--- src/rtl/nes_io_pkg.sv ---
// Shared constants and types for the NES joypad port.
// Latency: n/a (package only).
// Backpressure: n/a.
package nes_io_pkg;

    localparam logic [23:0] JOY1_ADDR    = 24'h004016;
    localparam logic [23:0] JOY2_ADDR    = 24'h004017;
    localparam logic [7:0]  JOY_OPEN_BUS = 8'h40;

    // Bit position of each button in the pad byte, index 0 is shifted out first
    typedef enum logic [2:0] {
        BTN_A      = 3'd0,
        BTN_B      = 3'd1,
        BTN_SELECT = 3'd2,
        BTN_START  = 3'd3,
        BTN_UP     = 3'd4,
        BTN_DOWN   = 3'd5,
        BTN_LEFT   = 3'd6,
        BTN_RIGHT  = 3'd7
    } btn_idx_e;

    // Byte the databus returns for a joypad read: fixed open-bus bits plus serial data bit
    function automatic logic [7:0] joy_byte(input logic data_bit);
        return JOY_OPEN_BUS | {7'b000_0000, data_bit};
    endfunction

endpackage

--- src/rtl/nes_controller_port_debounce.sv ---
// One button bit: 2-flop synchroniser followed by a stability-counter debouncer.
// Latency: 2 cycles sync + DEBOUNCE_CYCLES of stability before the output moves.
// Backpressure: none, free-running.
module button_debounce #(
    parameter int DEBOUNCE_CYCLES = 16,
    parameter int CNT_W           = 16
) (
    input  logic Clk,
    input  logic Reset,
    input  logic raw,
    output logic deb
);

    logic sync1_q, sync1_d;
    logic sync2_q, sync2_d;

    // Synchroniser next-state
    always_comb begin
        sync1_d = raw;
        sync2_d = sync1_q;
    end

    // Synchroniser flops
    always_ff @(posedge Clk or posedge Reset) begin
        if (Reset) begin
            sync1_q <= 1'b0;
            sync2_q <= 1'b0;
        end else begin
            sync1_q <= sync1_d;
            sync2_q <= sync2_d;
        end
    end

    if (DEBOUNCE_CYCLES == 0) begin : g_bypass
        assign deb = sync2_q;
    end else begin : g_deb
        localparam logic [CNT_W-1:0] CNT_LAST = CNT_W'(DEBOUNCE_CYCLES - 1);

        logic             deb_q, deb_d;
        logic [CNT_W-1:0] cnt_q, cnt_d;

        // Count consecutive cycles of disagreement; adopt the new value on the last one
        always_comb begin
            deb_d = deb_q;
            cnt_d = '0;
            if (sync2_q != deb_q) begin
                if (cnt_q == CNT_LAST) begin
                    deb_d = sync2_q;
                end else begin
                    cnt_d = cnt_q + 1'b1;
                end
            end
        end

        // Debounce state flops
        always_ff @(posedge Clk or posedge Reset) begin
            if (Reset) begin
                deb_q <= 1'b0;
                cnt_q <= '0;
            end else begin
                deb_q <= deb_d;
                cnt_q <= cnt_d;
            end
        end

        assign deb = deb_q;
    end

endmodule

--- src/rtl/nes_controller_port.sv ---
// CPU-side responder for the $4016/$4017 joypad registers with 4021-style serial readout.
// Latency: CONTROLx is combinational from the shift registers; shifts land after a read ends.
// Backpressure: none; every CPU access is accepted, multi-cycle accesses count once.
module nes_controller_port
    import nes_io_pkg::*;
#(
    parameter int DEBOUNCE_CYCLES = 16,
    parameter int CNT_W           = 16
) (
    input  logic        Clk,
    input  logic        Reset,
    input  logic [23:0] ADDR,
    input  logic        CPU_CE,
    input  logic        CPU_WE,
    input  logic [7:0]  CPU_DO,
    input  logic [7:0]  PAD1_BTN,
    input  logic [7:0]  PAD2_BTN,
    output logic [7:0]  CONTROL1,
    output logic [7:0]  CONTROL2,
    output logic        STROBE
);

    logic [15:0] raw_all;
    logic [15:0] deb_all;
    logic [7:0]  deb1, deb2;

    assign raw_all = {PAD2_BTN, PAD1_BTN};

    for (genvar i = 0; i < 16; i++) begin : g_btn
        button_debounce #(
            .DEBOUNCE_CYCLES(DEBOUNCE_CYCLES),
            .CNT_W          (CNT_W)
        ) u_deb (
            .Clk  (Clk),
            .Reset(Reset),
            .raw  (raw_all[i]),
            .deb  (deb_all[i])
        );
    end

    assign deb1 = deb_all[7:0];
    assign deb2 = deb_all[15:8];

    // Only bit 0 of a $4016 write is meaningful to the pads
    logic unused_cpu_do;
    assign unused_cpu_do = ^CPU_DO[7:1];

    logic rd1, rd2, wr1;
    logic rd1_q, rd1_d;
    logic rd2_q, rd2_d;
    logic wr1_q, wr1_d;
    logic strobe_q, strobe_d;
    logic [7:0] sr1_q, sr1_d;
    logic [7:0] sr2_q, sr2_d;

    assign rd1 = CPU_CE & ~CPU_WE & (ADDR == JOY1_ADDR);
    assign rd2 = CPU_CE & ~CPU_WE & (ADDR == JOY2_ADDR);
    assign wr1 = CPU_CE &  CPU_WE & (ADDR == JOY1_ADDR);

    // Access edge detection, strobe latch and shift-register next-state
    always_comb begin
        rd1_d    = rd1;
        rd2_d    = rd2;
        wr1_d    = wr1;
        strobe_d = strobe_q;
        sr1_d    = sr1_q;
        sr2_d    = sr2_q;

        if (wr1 && !wr1_q) begin
            strobe_d = CPU_DO[0];
        end

        // Reload takes priority, so a read edge in the cycle strobe drops does not shift
        if (strobe_q) begin
            sr1_d = deb1;
            sr2_d = deb2;
        end else begin
            if (rd1_q && !rd1) begin
                sr1_d = {1'b1, sr1_q[7:1]};
            end
            if (rd2_q && !rd2) begin
                sr2_d = {1'b1, sr2_q[7:1]};
            end
        end
    end

    // Port state flops; reset clears edge history so an access in flight restarts cleanly
    always_ff @(posedge Clk or posedge Reset) begin
        if (Reset) begin
            rd1_q    <= 1'b0;
            rd2_q    <= 1'b0;
            wr1_q    <= 1'b0;
            strobe_q <= 1'b0;
            sr1_q    <= 8'h00;
            sr2_q    <= 8'h00;
        end else begin
            rd1_q    <= rd1_d;
            rd2_q    <= rd2_d;
            wr1_q    <= wr1_d;
            strobe_q <= strobe_d;
            sr1_q    <= sr1_d;
            sr2_q    <= sr2_d;
        end
    end

    assign CONTROL1 = joy_byte(sr1_q[BTN_A]);
    assign CONTROL2 = joy_byte(sr2_q[BTN_A]);
    assign STROBE   = strobe_q;

endmodule

--- config.mk ---
export PLATFORM = sky130hd
export DESIGN_NAME = nes_controller_port
export DESIGN_NICKNAME = d
export VERILOG_FILES = /design/src/rtl/nes_io_pkg.sv /design/src/rtl/nes_controller_port_debounce.sv /design/src/rtl/nes_controller_port.sv
export SDC_FILE = /design/constraint.sdc
export NUM_CORES = 1
export LEC_CHECK = 0
export CAP_MARGIN = 20
export CORE_UTILIZATION = 47
export CTS_BUF_LIST = sky130_fd_sc_hd__clkbuf_4
export CTS_CLUSTER_DIAMETER = 150
export CTS_CLUSTER_SIZE = 14
export DETAILED_ROUTE_END_ITERATION = 7
export PLACE_DENSITY_LB_ADDON = 0.3
export SYNTH_ARGS = -nofsm -noshare
export SYNTH_HDL_FRONTEND = slang
export SYNTH_SLANG_ARGS = --single-unit
--- constraint.sdc ---
create_clock -name Clk -period 14.4 [get_ports Clk]
set_input_delay 4.32 -clock Clk [delete_from_list [all_inputs] [get_ports Clk]]
set_output_delay 4.32 -clock Clk [all_outputs]
set_load 0.03 [all_outputs]
-- After elaboration in Yosys (flattened, before gate mapping)
Cells that the tools add are included.
- register bits: 324
- bits of input ports: 52
- output and inout port bits: 17
- word-level logic and storage cells: 186
- add/sub/neg operators: 16
- equal/unequal tests: 34
- mux-type cells: 36
- bitwise operators: 6
- reduce and logical (&&, ||, !) cells: 24
- operators with widths (cell ; count):
    2-to-1 mux 16 bit ; 32
    adder 16 x 1 -> 16 bit, second input constant ; 16
    == test 16 x 4 -> 1 bit, second input constant ; 16
    == test 24 x 15 -> 1 bit, second input constant ; 2
    2-to-1 mux 8 bit ; 4
    AND reduction 2 bit ; 16
    inequality test 1 bit ; 16
    AND 1 bit ; 5
    nonzero test 2 bit ; 2
    logical AND 1 bit ; 3
    logical NOT 1 bit ; 3
    inverter 1 bit ; 1

-- Longest topological paths before layout
Gate-level depths: netlist of run 1.
- depth in word-level cells: 7
- depth in mapped cells: 6
- gate-level depth less buffers: 5

-- By module
A second synthesis of run 1 with hierarchy kept.
- cell total of the unflattened synthesis: 1472
- area total of the unflattened synthesis: 15267.1 um2
- modules (own cells, without submodules) (module ; instances ; cells an instance ; area an instance (um2) ; sequential area each (um2)):
    button_debounce ; 16 ; 86 ; 879.6 ; 475.5
    nes_controller_port ; 1 ; 96 ; 1193.6 ; 500.5

-- Worst setup path before layout of run 1
Ideal clock, no wire load.
- path type: input to register
- start: in ADDR[12]
- end: reg strobe_q (netlist: STROBE)
- arrival time: 5524 ps
- data required time: 14275 ps
- setup slack: 8751 ps
- stages on the path: 5
- path buffers: 1
- path through: nor4b_1 > nand4_1 > clkbuf_1 > nor4_1 > mux2_2
- longest elaborated chain between the ends: 3
- RTL lines (item ; RTL line ; RTL):
    from (decl) ; nes_controller_port.sv:12 ; input logic [23:0] ADDR,
    == test 24 x 15 -> 1 bit ; nes_controller_port.sv:58 ; assign wr1 = CPU_CE & CPU_WE & (ADDR == JOY1_ADDR);
    AND 1 bit ; nes_controller_port.sv:58 ;
    logical AND 1 bit ; nes_controller_port.sv:69 ; if (wr1 && !wr1_q) begin
    to (signal assigned) ; nes_controller_port.sv:100 ; strobe_q <= strobe_d;
    to (decl) ; nes_controller_port.sv:52 ; logic strobe_q, strobe_d;
Every way passes these cells.
A chain may end at the register's enable or synchronous reset.

-- Worst setup path in the final report of run 1
Same ends and word-level chain as after synthesis.

==> results of run 1 <==
[kinds of logic (layout without fill, tap and decap cells)]
family                   count (synthesis)  count (layout)
AND/OR/NAND/NOR                        747             747
flip-flops                             324             324
XOR/XNOR                               209             209
AO/OA/AOI/OAI                           80              80
buffers and inverters                   67              93
multiplexers                            33              33
adder cells (fa/ha/maj)                 16              16
other                                    2              15
[cell usage in the layout, fill, tap and decap left out, types with 4 or more instances in the layout]
| cell | synthesis | final |
|---|---|---|
| dfrtp_1 | 324 | 324 |
| nor2_1 | 233 | 233 |
| xnor2_1 | 121 | 121 |
| nand2_1 | 90 | 90 |
| nand3_1 | 88 | 88 |
| xor2_1 | 88 | 88 |
| nor4_1 | 82 | 82 |
| nand4_1 | 76 | 76 |
| and3_1 | 51 | 51 |
| clkdlybuf4s50_1 | 0 | 47 |
| nor3_1 | 41 | 41 |
| mux2_2 | 31 | 31 |
| a21oi_1 | 31 | 31 |
| clkbuf_4 | 0 | 27 |
| or4_1 | 22 | 22 |
| o21ai_0 | 17 | 17 |
| ha_1 | 16 | 16 |
| o31ai_1 | 15 | 15 |
| inv_1 | 15 | 14 |
| conb_1 | 2 | 14 |
| or3_1 | 12 | 12 |
| nand2b_1 | 11 | 11 |
| and4_1 | 10 | 10 |
| or2_2 | 6 | 6 |
| or3_4 | 6 | 6 |
| o211ai_1 | 6 | 6 |
| o221a_2 | 6 | 6 |
| nand3_4 | 4 | 4 |
[cell usage after synthesis (34+ instances only)]
master	number	area (sq um)
and3_1	51	319
clkbuf_1	34	128
dfrtp_1	324	8110
nand2_1	90	338
nand3_1	88	440
nand4_1	76	475
nor2_1	233	875
nor3_1	41	205
nor4_1	82	513
xnor2_1	121	1060
xor2_1	88	771
[cell type report]
| cell class | instances | area, sq um | area share [%] |
|---|---|---|---|
| Sequential cell | 324 | 8110 | 50.0 |
| Antenna cell | 1 | 2.50 | 0.0154 |
| Timing Repair Buffer | 49 | 498 | 3.07 |
| Clock buffer | 27 | 203 | 1.25 |
| Tap cell | 402 | 503 | 3.10 |
| Inverter | 15 | 63.8 | 0.393 |
| Clock inverter | 2 | 23.8 | 0.147 |
| Multi-Input combinational cell | 1099 | 6830 | 42.1 |
[registers in the layout, summed over array words and instances, names as in the netlist, 8 cells and up]
signal and flops:
g_btn.u_deb.g_deb.cnt_q 256, g_btn.u_deb.sync2_q 16, g_btn.u_deb.sync1_q 16, g_btn.u_deb.deb 16, sr2_q 8, sr1_q 8
[power groups by stage]
stage / Combinational, mW / Clock [mW] / Sequential [mW]
CTS: 0.0686 / 0.386 / 0.938
global placement: 0.0674 / 0 / 0.954
global route: 0.0772 / 0.414 / 0.941
finish: 0.0661 / 0.362 / 0.938
floorplan: 0.0475 / 0 / 0.952
detailed placement: 0.0685 / 0 / 0.955
[worst paths after layout]
| kind | startpoint | slack (ns) | end |
|---|---|---|---|
| max | ADDR[12] | 8.17 | STROBE |
| min in group asynchronous | Reset | 4.20 | g_btn[13].u_deb.g_deb.cnt_q[0] |
| min reg2reg | g_btn[15].u_deb.sync1_q | 0.36 | g_btn[15].u_deb.sync2_q |
| max reg2reg | g_btn[0].u_deb.g_deb.cnt_q[0] | 12.47 | g_btn[0].u_deb.g_deb.cnt_q[11] |
| max in group asynchronous | Reset | 8.70 | g_btn[8].u_deb.g_deb.cnt_q[5] |
| min | g_btn[15].u_deb.sync1_q | 0.36 | g_btn[15].u_deb.sync2_q |
[per-layer routing]
layer / GRT usage, % / vias up / part of all wire, %
met5: 0 / - / 0
met4: 3.59 / 0 / 1.5
li1: - / 5257 / -
met3: 2.23 / 30 / 2.7
met2: 28.0 / 118 / 47
met1: 24.0 / 5269 / 49
[worst reg2reg max path: stages (launching register included)]
cell and delay, ns:
dfrtp_1 0.42, ha_1 0.23, nand3_1 0.24, nand4b_1 0.33, nand2_1 0.44, nor2_1 0.12
==> metrics, run 1 <==
status finished clean; Die Ht 182 um; Worst EP required 14.99 ns; Pwr Total 1.37 mW; Synth Flop Type dfrtp_1; CP max stage cell nor4_1; power share of the sequential group 68.7%; register area share after synthesis 53.3%; Bufs and invs on worst path 1; clock network power share 26.5%; crit end category flop; dpl ws 7.34 ns; hold_ws 0.355 ns; Post-Synthesis Mean Instance Area 10.3 sq um; EDFF count, synth 0; core area 31,700 sq um; Adder-Cell Fraction of Synth Area 1.32%; main combinational cell family by area after synthesis simple AND/OR/NAND/NOR gates; Comb pwr share 4.8%; WL/cell 14.0 um; CTS resizes 0; Worst Path Max Fanout 20; post-synthesis compound-gate area fraction 3.37%; VDD IR-drop max 0.0618 mV; WHS Path Cells 0; wire length of the first global-routing pass 48,300 um; largest net degree at the start of global routing 186; Tot GR Track Use 17.0%; pwr/cell area 84.1 nW/um^2; Detail Route Antenna Nets 0; CTS Buf Count 27; Cells after Synth 1,478; CTS Root Cell clkbuf_4; total number of vias 10,674; drc violations 0; setup bufs post-CTS 0; max_cap viols 0; CTS tree done; Yosys reg bits 324; post-synthesis mux area share 2.43%; share of cells above drive strength 1 5.94%; ys async rst share 100%; WS Path Type input port to flop; Critical Path, Cell by Cell clkdlybuf4s50_1 > nor4b_1 > nand4_1 > nor4_1 > mux2_2; setup TNS 0 ns; H-tree levels 1; GRT overflow 0; DP HPWL 17,800 um; num rows 65; worst skew pair latency 0.74 ns; clock-pin transition on the worst setup and hold timing paths 0.15 ns; final setup violation count 0; Synth Area in Simple Gates 25.4%; Mapped Area 15,200 sq um; die area 33,100 sq um; Vias per Instance 5.56; sw frac 24.0%; die width 182 um; Nets 1,584; placed insts 1,889; Clock Sinks 324; setup ws final 8.17 ns; Worst path depth 5; skew final 0.0586 ns; Crit path max-delay family simple AND/OR/NAND/NOR gates; TritonRoute pass-1 iters 5; Worst Path Arrival 6.82 ns; Final period util 43.2%; largest stage delay on the critical path 0.71 ns; Worst Hold Class flop to flop; element type at the critical path start input port; Ys Warns 0; R2R cell count 5; Lkg Pwr 6.65 nW; Worst Tran Pin Value 0.942 ns; RSZ-0062 raised after global routing no; clk buf depth 3; internal power 1.04 mW; drt initial violations 675; Layout area overhead 6.75%; Pins Over Slew Limit 0; Tmin final 6.23 ns; library cells used by synthesis 42; Fin. Hold Viols 0; port bufs 47; post-layout util 51.2%; I/O Pins 69; Switch Pwr 327 uW; Area after DPL 16,000 sq um; Fill cells 2,895; post-synthesis xor/xnor area fraction 12.0%; DRT Wirelength 26,900 um; CTS Hold Bufs 0; non-filler instance count after layout 1,919; Slew headroom 37.2%; antenna violations before repair 1; Finished Cell Area 16,200 sq um; fmax 161 MHz; Initial Util 47.9%; via count of the first global-routing pass 10,435; Routability Congestion 0.833
(Power assumes the default switching activity.)
==> run 2, diff against run 1 <==
- clock period: 14.4 -> 5.8 ns (I/O delays scaled with it)
==> run 2 against run 1 <==
  * Combinational power grew to 2.5 times the previous value
  * Clock power increased by 150%
  * Register-to-register slack got worse by 8.8 ns
  * Via count down 1.1%
  * Total power increased by 150%
  * Clock skew shrank 0.011 ns
  * Non-clock buffer count did not move
  * Worst hold slack gained 0.0075 ns
  * Die area stayed put
  * Routed wire length is 0.26% higher
  * Critical path type is now flop to output port
  * Critical endpoint is now STROBE
==> metrics, run 2 (same netlist as run 1, synthesis figures left out) <==
status finished clean; Final period util 74.7%; max reg flops 256 (unchanged); element type at the critical path start flop; internal power 2.58 mW (+150%); WS Path Type flop to output port; setup bufs post-CTS 0 (unchanged); crit end category output port; CTS resizes 0 (unchanged); Crit path max-delay family flip-flops; antenna violations before repair 1 (unchanged); post-layout util 51.2% (about the same); most frequent cells in the layout dfrtp_1, nor2_1, xnor2_1; Tot GR Track Use 16.9% (-0.040 points); CTS tree done; Routability Congestion 0.828 (-0.60%); worst skew pair latency 0.72 ns (-0.02 ns); VDD IR-drop max 0.162 mV (+160%); via count of the first global-routing pass 10,324 (-1.1%); power share of the sequential group 68.5% (-0.2 points); sw frac 24.1% (+0.11 points); Initial Util 47.9% (unchanged); Worst Hold Class flop to flop; Vias per Instance 5.50 (-1.1%); Clock Sinks 324 (unchanged); largest stage delay on the critical path 1.02 ns (+0.31 ns); GRT overflow 0 (unchanged); num rows 65 (unchanged); drt initial violations 561 (-17%); Switch Pwr 818 uW (+150%); Worst Path Arrival 2.59 ns (-4.23 ns); Die Ht 182 um (unchanged); pwr/cell area 209 nW/um^2 (+150%); skew final 0.0472 ns (-0.0114 ns); drc violations 0 (unchanged); CTS Hold Bufs 0 (unchanged); commonest non-fill, non-tap cell in the layout dfrtp_1; Worst EP required 4.06 ns (-10.93 ns); Tmin final 4.33 ns; share of cells above drive strength 1 5.94% (unchanged); Layout area overhead 6.78% (about the same); Pins Over Slew Limit 0 (unchanged); H-tree levels 1 (unchanged); CTS Root Cell clkbuf_4; CTS Buf Count 27 (unchanged); die area 33,100 sq um (unchanged); Bufs and invs on worst path 1 (unchanged); max_cap viols 0 (unchanged); Worst Path Max Fanout 31 (+55%); DRT Wirelength 27,000 um (+0.26%); Slew headroom 34.1% (-3.1 points); largest net degree at the start of global routing 169 (-9.1%); die width 182 um (unchanged); Lkg Pwr 6.66 nW (about the same); WL/cell 14.1 um (+0.26%); Detail Route Antenna Nets 0 (unchanged); TritonRoute pass-1 iters 7 (+2); final setup violation count 0 (unchanged); wire length of the first global-routing pass 48,100 um (-0.39%); CP max stage cell dfrtp_1; setup TNS 0 ns (unchanged); DP HPWL 17,900 um (about the same); Worst Tran Pin Value 0.988 ns (+0.0462 ns); clk buf depth 3 (unchanged); Fin. Hold Viols 0 (unchanged); Critical Path, Cell by Cell clkdlybuf4s50_1; total number of vias 10,558 (-1.1%); I/O Pins 69 (unchanged); core area 31,700 sq um (unchanged); Comb pwr share 4.9% (about the same); clock-pin transition on the worst setup and hold timing paths 0.15 ns (about the same); Biggest register g_btn.u_deb.g_deb.cnt_q; fmax 231 MHz; Nets 1,584 (unchanged); port bufs 47 (unchanged); RSZ-0062 raised after global routing no; clock network power share 26.6% (about the same)
run 2: cell counts in the layout (fill, tap and decap cells not counted):
No cell type changed its count.
run 2: power by group through the flow:
stage          Clock [mW]  Combinational (mW)  Sequential, mW
2_1_floorplan           0               0.118            2.36
3_3_place_gp            0               0.168            2.37
3_5_place_dp            0               0.172            2.37
4_1_cts             0.963               0.172            2.33
5_1_grt              1.04               0.192            2.33
6_report            0.903               0.166            2.33
run 2: per-layer routing:
metal | wire length [um] | vias to the layer above | part of all wire [%] | track usage (%)
met2 | 12900 | 94 | 48 | 28.4
met4 | 516 | 0 | 1.9 | 4.10
li1 | - | 5273 | - | -
met5 | 0 | - | 0 | 0
met1 | 12900 | 5159 | 48 | 23.4
met3 | 633 | 32 | 2.3 | 2.03
run 2: final timing paths:
| path | start | end | slack [ns] | depth (start not counted) |
|---|---|---|---|---|
| min reg2reg | g_btn[13].u_deb.sync1_q | g_btn[13].u_deb.sync2_q | 0.36 | 0 |
| max reg2reg | STROBE | sr1_q[5] | 3.67 | 4 |
| min | g_btn[13].u_deb.sync1_q | g_btn[13].u_deb.sync2_q | 0.36 | 0 |
| min in group asynchronous | Reset | g_btn[0].u_deb.g_deb.cnt_q[2] | 1.58 | 3 |
| max in group asynchronous | Reset | g_btn[8].u_deb.g_deb.cnt_q[3] | 3.50 | 3 |
| max | STROBE | STROBE | 1.47 | 1 |
run 2: stage by stage:
step / hold slack (ns) / total power [mW] / cell area [sq um] / setup slack [ns] / std cells
2_1_floorplan: 0.331 / 2.48 / 15200 / -0.263 / 1490
3_3_place_gp: 0.333 / 2.54 / 16000 / 1.76 / 1889
3_5_place_dp: 0.335 / 2.54 / 16000 / 1.68 / 1889
4_1_cts: 0.366 / 3.46 / 16200 / 1.37 / 1918
5_1_grt: 0.370 / 3.56 / 16200 / 1.27 / 1919
6_report: 0.363 / 3.40 / 16200 / 1.47 / 1919
run 2: cell type report:
type / count / area (sq um)
inverters: 15 / 60.1
fillers: 2892 / 15500
diodes: 1 / 2.50
clock buffers: 27 / 203
clock inverters: 2 / 20.0
repair buffers: 49 / 510
well taps: 402 / 503
flip-flops and latches: 324 / 8110
multi-input cells: 1099 / 6830
